==> src/rtl/fila_pkg.sv <==
// Shared types and constants for the queue arbiter and the 8x8 queue it drives.
package fila_pkg;

    localparam int DATA_W     = 8;
    localparam int FILA_DEPTH = 8;
    localparam int LEN_W      = 4;

    typedef enum logic [1:0] {
        IDLE   = 2'd0,
        ISSUE  = 2'd1,
        SETTLE = 2'd2
    } state_t;

    typedef enum logic [1:0] {
        GNT_A = 2'd0,
        GNT_B = 2'd1,
        GNT_R = 2'd2
    } gnt_t;

    // Round-robin successor in the order A -> B -> R -> A.
    function automatic gnt_t next_gnt(input gnt_t g);
        case (g)
            GNT_A:   return GNT_B;
            GNT_B:   return GNT_R;
            default: return GNT_A;
        endcase
    endfunction

endpackage

==> src/rtl/arbitro_fila_rr_pick3.sv <==
// Combinational 3-way round-robin picker: one-hot grant of the first eligible bit
// starting at the pointer (bit 0 = A, bit 1 = B, bit 2 = R).
module rr_pick3
    import fila_pkg::*;
(
    input  logic [2:0] eligible,
    input  gnt_t       ptr,
    output logic [2:0] grant
);

    logic [2:0] rot;
    logic [2:0] pick;

    // Rotate so the pointer lands on bit 0, take the lowest set bit, rotate back.
    always_comb begin
        rot = eligible;
        case (ptr)
            GNT_B:   rot = {eligible[0], eligible[2], eligible[1]};
            GNT_R:   rot = {eligible[1], eligible[0], eligible[2]};
            default: rot = eligible;
        endcase

        pick = rot[0] ? 3'b001 :
               rot[1] ? 3'b010 :
               rot[2] ? 3'b100 : 3'b000;

        grant = pick;
        case (ptr)
            GNT_B:   grant = {pick[1], pick[0], pick[2]};
            GNT_R:   grant = {pick[0], pick[2], pick[1]};
            default: grant = pick;
        endcase
    end

endmodule

==> src/rtl/arbitro_fila.sv <==
// Round-robin controller sharing one queue between producers A/B and consumer R.
// Optional stall counter output enabled by defining ARBITRO_FILA_STATS_EN.
module arbitro_fila
    import fila_pkg::*;
#(
    parameter int DEPTH         = FILA_DEPTH,
    parameter int SETTLE_CYCLES = 2
) (
    input  logic              clock_10KHz,
    input  logic              reset,
    input  logic              req_a,
    input  logic [DATA_W-1:0] data_a,
    output logic              ack_a,
    input  logic              req_b,
    input  logic [DATA_W-1:0] data_b,
    output logic              ack_b,
    input  logic              rd_req,
    output logic [DATA_W-1:0] rd_data,
    output logic              rd_valid,
    output logic [DATA_W-1:0] q_data_in,
    output logic              q_enqueue,
    output logic              q_dequeue,
    input  logic [DATA_W-1:0] q_data_out,
    input  logic [LEN_W-1:0]  q_len,
`ifdef ARBITRO_FILA_STATS_EN
    output logic [7:0]        stall_count,
`endif
    output logic              busy
);

    state_t     state;
    gnt_t       ptr;
    gnt_t       gnt_id;
    logic [3:0] settle_cnt;
    logic [2:0] eligible;
    logic [2:0] grant;
    logic       wr_room;
    logic       rd_avail;
    logic       q_full;

    assign q_full   = (q_len == LEN_W'(DEPTH));
    assign wr_room  = (q_len <  LEN_W'(DEPTH));
    assign rd_avail = (q_len != '0);

    // A requester whose completion pulse is showing right now is ignored, so a
    // one-cycle-late request drop cannot cause a second service.
    assign eligible = {rd_req & ~rd_valid & rd_avail,
                       req_b  & ~ack_b    & wr_room,
                       req_a  & ~ack_a    & wr_room};

    rr_pick3 u_pick (
        .eligible (eligible),
        .ptr      (ptr),
        .grant    (grant)
    );

    always_ff @(posedge clock_10KHz or posedge reset) begin
        if (reset) begin
            state      <= IDLE;
            ptr        <= GNT_A;
            gnt_id     <= GNT_A;
            settle_cnt <= '0;
            ack_a      <= 1'b0;
            ack_b      <= 1'b0;
            rd_valid   <= 1'b0;
            rd_data    <= '0;
            q_data_in  <= '0;
            q_enqueue  <= 1'b0;
            q_dequeue  <= 1'b0;
            busy       <= 1'b0;
        end else begin
            ack_a     <= 1'b0;
            ack_b     <= 1'b0;
            rd_valid  <= 1'b0;
            q_enqueue <= 1'b0;
            q_dequeue <= 1'b0;
            case (state)
                IDLE: begin
                    // Command outputs are loaded on the grant edge so they are
                    // presented to the queue for exactly the ISSUE cycle.
                    if (|grant) begin
                        state <= ISSUE;
                        busy  <= 1'b1;
                        if (grant[0]) begin
                            gnt_id    <= GNT_A;
                            q_data_in <= data_a;
                            q_enqueue <= 1'b1;
                        end else if (grant[1]) begin
                            gnt_id    <= GNT_B;
                            q_data_in <= data_b;
                            q_enqueue <= 1'b1;
                        end else begin
                            gnt_id    <= GNT_R;
                            q_dequeue <= 1'b1;
                        end
                    end
                end
                ISSUE: begin
                    state      <= SETTLE;
                    settle_cnt <= '0;
                end
                SETTLE: begin
                    if (settle_cnt == 4'(SETTLE_CYCLES - 1)) begin
                        state <= IDLE;
                        busy  <= 1'b0;
                        ptr   <= next_gnt(gnt_id);
                        case (gnt_id)
                            GNT_A: ack_a <= 1'b1;
                            GNT_B: ack_b <= 1'b1;
                            default: begin
                                rd_data  <= q_data_out;
                                rd_valid <= 1'b1;
                            end
                        endcase
                    end else begin
                        settle_cnt <= settle_cnt + 4'd1;
                    end
                end
                default: begin
                    state <= IDLE;
                    busy  <= 1'b0;
                end
            endcase
        end
    end

`ifdef ARBITRO_FILA_STATS_EN
    // Cycles a producer is kept waiting by a full queue, saturating at 255.
    always_ff @(posedge clock_10KHz or posedge reset) begin
        if (reset) begin
            stall_count <= '0;
        end else if (state == IDLE && (req_a || req_b) && q_full && stall_count != 8'hFF) begin
            stall_count <= stall_count + 8'd1;
        end
    end
`endif

endmodule

==> config.mk <==
export PLATFORM = sky130hd
export DESIGN_NAME = arbitro_fila
export DESIGN_NICKNAME = d
export VERILOG_FILES = /design/src/rtl/fila_pkg.sv /design/src/rtl/arbitro_fila_rr_pick3.sv /design/src/rtl/arbitro_fila.sv
export SDC_FILE = /design/constraint.sdc
export NUM_CORES = 1
export LEC_CHECK = 0
export ABC_AREA = 1
export BUFFER_PORTS_ARGS = -buffer_cell sky130_fd_sc_hd__buf_4
export CORE_UTILIZATION = 50
export DETAILED_ROUTE_END_ITERATION = 12
export PLACE_DENSITY = 0.78
export SYNTH_ARGS = -nofsm -noshare
export SYNTH_HDL_FRONTEND = slang
export SYNTH_SLANG_ARGS = --single-unit
==> constraint.sdc <==
create_clock -name clock_10KHz -period 2.26 [get_ports clock_10KHz]
set_clock_uncertainty 0.05 [all_clocks]
set_input_delay 0.565 -clock clock_10KHz [delete_from_list [all_inputs] [get_ports clock_10KHz]]
set_output_delay 0.565 -clock clock_10KHz [all_outputs]
set_load 0.02 [all_outputs]
# Yosys cells after proc, flatten, opt, wreduce, memory -nomap -nowiden
# Cells that the tools add are included.
totals:
  input_bits: 33
  reg_bits: 32
classes:
  addsub: 1
  n_bitwise: 11
  reduce_logical: 14
  magnitude_cmp: 1
  n_mux: 35
  eq_ne: 9
op_table:
  columns: ["cell", "count"]
  rows:
  - ["two-way mux 1 bit", 19]
  - ["two-way mux 8 bit", 2]
  - ["case mux 3 bit (2 select lines)", 2]
  - ["two-way mux 3 bit", 3]
  - ["AND reduction 3 bit", 3]
  - ["two-way mux 2 bit", 4]
  - ["case mux 4 bit (2 select lines)", 1]
  - ["AND reduction 2 bit", 4]
  - ["bitwise AND 1 bit", 6]
  - ["equality test 2 x 1 -> 1 bit (second input constant)", 3]
  - ["!= test 2 bit (second input constant)", 3]
  - ["case mux 2 bit (3 select lines)", 1]
  - ["inverter 1 bit", 5]
  - ["adder 4 x 1 -> 4 bit (second input constant)", 1]
  - ["equality test 2 bit (second input constant)", 2]
  - ["equality test 4 x 1 -> 1 bit (second input constant)", 1]
  - ["logical NOT 2 bit", 2]
  - ["less-than comparator 4 bit (second input constant)", 1]
  - ["two-way mux 4 bit", 1]
  - ["case mux 2 bit (2 select lines)", 1]
  - ["nonzero test 2 bit", 2]
  - ["nonzero test 4 bit", 1]
  - ["case mux 1 bit (3 select lines)", 1]
  - ["OR reduction 3 bit", 1]
  - ["OR reduction 2 bit", 1]

# Longest topological paths before layout
logic_depth:
  word_depth: 12
  mapped_depth: 17

# Hierarchy
# Synthesis repeated with hierarchy kept, for this count alone.
hier_totals:
  cells_unflattened: 197
  hier_area_um2: 1587.8
modules_own_cells:
  columns: ["mod", "cells_each", "n_inst", "area_each_um2"]
  rows:
  - ["arbitro_fila", 155, 1, 1395.1]
  - ["rr_pick3", 42, 1, 192.7]

# Least setup slack after synthesis
# OpenSTA, ideal clock, no wires.
synth_timing:
  path_kind: "register -> register"
  from: "register ptr[0]"
  to: "register q_data_in[0]"
  synth_period_minus_slack_ps: 1932
  slack_ps: 328
  path_stages_with_launch: 17
  t_arrival_ps: 1818
  setup_ps: 64
  t_required_ps: 2146
  path_cell_list: "dfrtp_1 > inv_1 > ha_1 > buf_4 > inv_4 > nand2_1 > inv_1 > nand2_1 > nand2_2 > nand4_1 > nand3_4 > nand2_8 > nand2_8 > nand2_8 > inv_8 > nand2_2 > nand2_2"
synth_via:
  elab_chain_cells: 8
  word_cells_on_any_way: 11
  cone_classes: "2 x eq/ne; 6 x mux; 3 x reduce/logical"
synth_rtl:
  columns: ["element", "line_no", "rtl"]
  rows:
  - ["start, declared", "arbitro_fila.sv:32", "gnt_t ptr;"]
  - ["start signal, assigned", "arbitro_fila.sv:106", "ptr <= next_gnt(gnt_id);"]
  - ["equality test 2 bit / equality test 2 x 1 -> 1 bit (equally long branches)", "arbitro_fila_rr_pick3.sv:17, arbitro_fila_rr_pick3.sv:28", null]
  - ["case mux 3 bit (2 select lines)", "arbitro_fila_rr_pick3.sv:17", "case (ptr)"]
  - ["two-way mux 3 bit", "arbitro_fila_rr_pick3.sv:25", "rot[2] ? 3'b100 : 3'b000;"]
  - ["two-way mux 3 bit", "arbitro_fila_rr_pick3.sv:24", "rot[1] ? 3'b010 :"]
  - ["two-way mux 3 bit", "arbitro_fila_rr_pick3.sv:23", "pick = rot[0] ? 3'b001 :"]
  - ["case mux 3 bit (2 select lines) (*)", "arbitro_fila_rr_pick3.sv:28", "case (ptr)"]
  - ["OR reduction 3 bit / nonzero test 2 bit (equally long branches)", null, null]
  - ["AND reduction 3 bit (no line)", null, null]
  - ["end signal, assigned", "arbitro_fila.sv:86", "q_data_in <= data_a;"]
  - ["end signal, assigned", "arbitro_fila.sv:90", "q_data_in <= data_b;"]
  - ["end, declared", "arbitro_fila.sv:20", "output logic [DATA_W-1:0] q_data_in,"]
# Every way passes the cells marked *; elsewhere a longest branch is shown, timed or not.
# A chain may end at the register's enable or synchronous reset.

# Worst setup path in the final report
layout_timing:
  from: "register ptr[1]"
  to: "register q_data_in[1]"
# Same word-level chain as after synthesis.

==> impl_metrics.tcl <==
set metrics [dict create \
    synth_edf_count 0 \
    antenna_found_initial 0 \
    layout.nets 310 \
    min_path_type "in2async" \
    rsz0062_at_grt "no" \
    ys_seq_area_frac 0.467 \
    crit_type "reg2reg" \
    maxCapViolations 0 \
    power_density_nw_per_um2 1690 \
    ioPinCount 55 \
    cts_hold_buf 0 \
    yosys_most_used_dff "dfrtp_1" \
    grt_max_degree 33 \
    clk-insertion-delay-late_ns 0.33 \
    power.total_w 0.00385 \
    die_w_um 60.6 \
    cts_inserted_buffers 5 \
    max_slew_margin 0.641 \
    combPwrFrac 0.636 \
    ff2ff_setup_slack_ns 0.22 \
    hold_violations 0 \
    finalSetupTns_ns 0 \
    dr_total_vias 1506 \
    ir_drop_v 0.000920 \
    area_growth_syn_to_layout_pct 33.1 \
    synth-seq-cells 32 \
    power.net_switching_w 0.00189 \
    period_minus_slack_ns 2.04 \
    final_cells 318 \
    drcViolationCount 0 \
    gp_congestion 0.798 \
    num_antenna_cells 0 \
    worst_setup_hold_path_clk_slew_ns 0.11 \
    drive_above_1_share 0.361 \
    dp_slack_ns 0.113 \
    synthTopCellsByArea "dfrtp_1 47%, nand2_1 16%, nand2_2 6.6%" \
    die_h_um 60.6 \
    cts_buffer_depth 2 \
    synth.most_common_cell "nand2_1" \
    synth_common_cells "72 x nand2_1, 32 x dfrtp_1, 20 x inv_1" \
    ant_nets 0 \
    floorplan.core_area_um2 3150 \
    syn_area_per_cell_um2 8.17 \
    syn_inst 210 \
    hpwl_um 2740 \
    tightest_slew_ns 0.536 \
    synth_top_area_share 0.467 \
    firstDrtPassIters 4 \
    finalWirelength_um 3630 \
    finalSetupViolations 0 \
    crit_arrival_ns 2.22 \
    initial_core_util 0.544 \
    switching_share 0.491 \
    cp_data_required_time_ns 2.44 \
    critPathLaunch "ptr[1]$_DFFE_PP0P_" \
    avgRoutedWirePerCell_um 11.4 \
    p_leak_nw 1.23 \
    drtIter0Drc 119 \
    post-synth-top-area-cell "dfrtp_1" \
    synth_nets 247 \
    fmax_mhz 490 \
    fin_crit_sh 0.903 \
    ys_warn_count 0 \
    clkPwrFrac 0.112 \
    die_area_um2 3670 \
    clock_sinks 32 \
    status "finished, final reports clean" \
    grt_pass1_wl_um 6060 \
    async_reset_ff_frac 1.00 \
    rows 20 \
    cts_htree_levels 2 \
    synth_area_um2 1720 \
    nFillCells 278 \
    cts_tree "done" \
    grt_overflow 0 \
    post_cts_resize_count 0 \
    report.final.slew_viol_count 0 \
    cts-root-buf "clkbuf_4" \
    internal_power_w 0.00196 \
    crit_fanout 10 \
    viasPerCell 4.74 \
    cts_setup_buffers 0 \
    seqPwrFrac 0.252 \
    globalRouteTotalUtil 0.227 \
    portBuffers 54 \
    r2r-start "ptr[1]$_DFFE_PP0P_" \
    critPathLaunchType "flip-flop" \
    dpl.cell_count 310 \
    endpoint_kind "flip-flop" \
    ys_types 21 \
    setup_ws_ns 0.220 \
    grt_pass1_vias 1476 \
]
-- critical path, stage by stage (launching register included) --
cell     delay (ns)
dfrtp_1        0.42
inv_1          0.09
ha_1           0.27
nand4_1        0.14
nand3_2        0.13
nand2_4        0.08
nand4_1        0.11
nand3_4        0.16
nand2_8        0.14
nand2_8        0.07
nand2_8        0.10
inv_8          0.06
nand2_2        0.06
nand2_2        0.04
-- cell families (layout without fill, tap and decap cells) --
group / count (synthesis) / in the layout / share of synthesized area
buffers and inverters: 26 / 90 / 0.0649
adder cells (fa/ha/maj): 4 / 4 / 0.0292
flip-flops: 32 / 32 / 0.467
AO/OA/AOI/OAI: 12 / 12 / 0.0372
AND/OR/NAND/NOR: 136 / 136 / 0.402
-- through the flow --
| step | hold WS (ns) | utilization | instance area (um^2) |
|---|---|---|---|
| final | 0.250 | 0.724 | 2280 |
| after CTS | 0.248 | 0.720 | 2270 |
| after detailed placement | 0.416 | 0.695 | 2190 |
| after global placement | 0.414 | 0.695 | 2190 |
| after global routing | 0.273 | 0.724 | 2280 |
| after floorplan | 0.392 | - | 1720 |
-- worst paths after layout --
kind                                             to  depth (start not counted)
setup reg to reg           q_data_in[1]$_DFFE_PP0P_                         13
hold reg to reg              rd_data[0]$_DFFE_PP0P_                          2
min in group clock_10KHz     rd_data[7]$_DFFE_PP0P_                          3
setup / recovery           q_data_in[1]$_DFFE_PP0P_                         13
hold / removal             q_data_in[0]$_DFFE_PP0P_                          3
max in group asynchronous          busy$_DFFE_PP0P_                          3
-- area by class of cell --
type	count	area, um^2	share of cell area
flip-flops and latches	32	801	0.351
inverters	25	104	0.0455
well taps	44	55.1	0.0241
multi-input cells	152	816	0.357
clock inverters	3	42.5	0.0186
repair buffers	57	428	0.187
clock buffers	5	37.5	0.0164
-- flip-flops by register name, summed over array words and instances (netlist names), 2 cells and up --
name / flops
gnt_id: 2
q_data_in: 8
state: 2
rd_data: 8
ptr: 2
settle_cnt: 4
-- cell usage in the layout, fill, tap and decap left out --
cell / count
nand2_4: 2
nand2_2: 18
o22ai_1: 3
dfrtp_1: 32
nand3_2: 2
nand2_1: 72
a21oi_1: 4
nor2_1: 11
o21ai_0: 5
nor2_2: 3
inv_8: 1
inv_1: 20
bufinv_16: 1
nand3_1: 19
nand3_4: 1
buf_4: 57
ha_1: 3
clkinvlp_4: 1
ha_4: 1
clkbuf_4: 5
nand2_8: 3
clkinv_2: 1
clkinv_1: 1
nand4_1: 5
inv_4: 1
inv_2: 2
-- power by group through the flow --
stage | clock network [W] | logic [W] | registers (W)
after floorplan | 0 | 0.00162 | 0.00116
after global placement | 0 | 0.00237 | 0.000972
after detailed placement | 0 | 0.00242 | 0.000972
after CTS | 0.000444 | 0.00244 | 0.000965
after global routing | 0.000466 | 0.00275 | 0.000997
final | 0.000432 | 0.00245 | 0.000968
-- routing by layer --
metal / routed length (um) / GRT usage
met2: 1760 / 0.370
met1: 1640 / 0.296
met4: 42 / 0.101
met5: 0 / 0
met3: 179 / 0.0426
No activity file was read; power rests on OpenSTA's default activity.
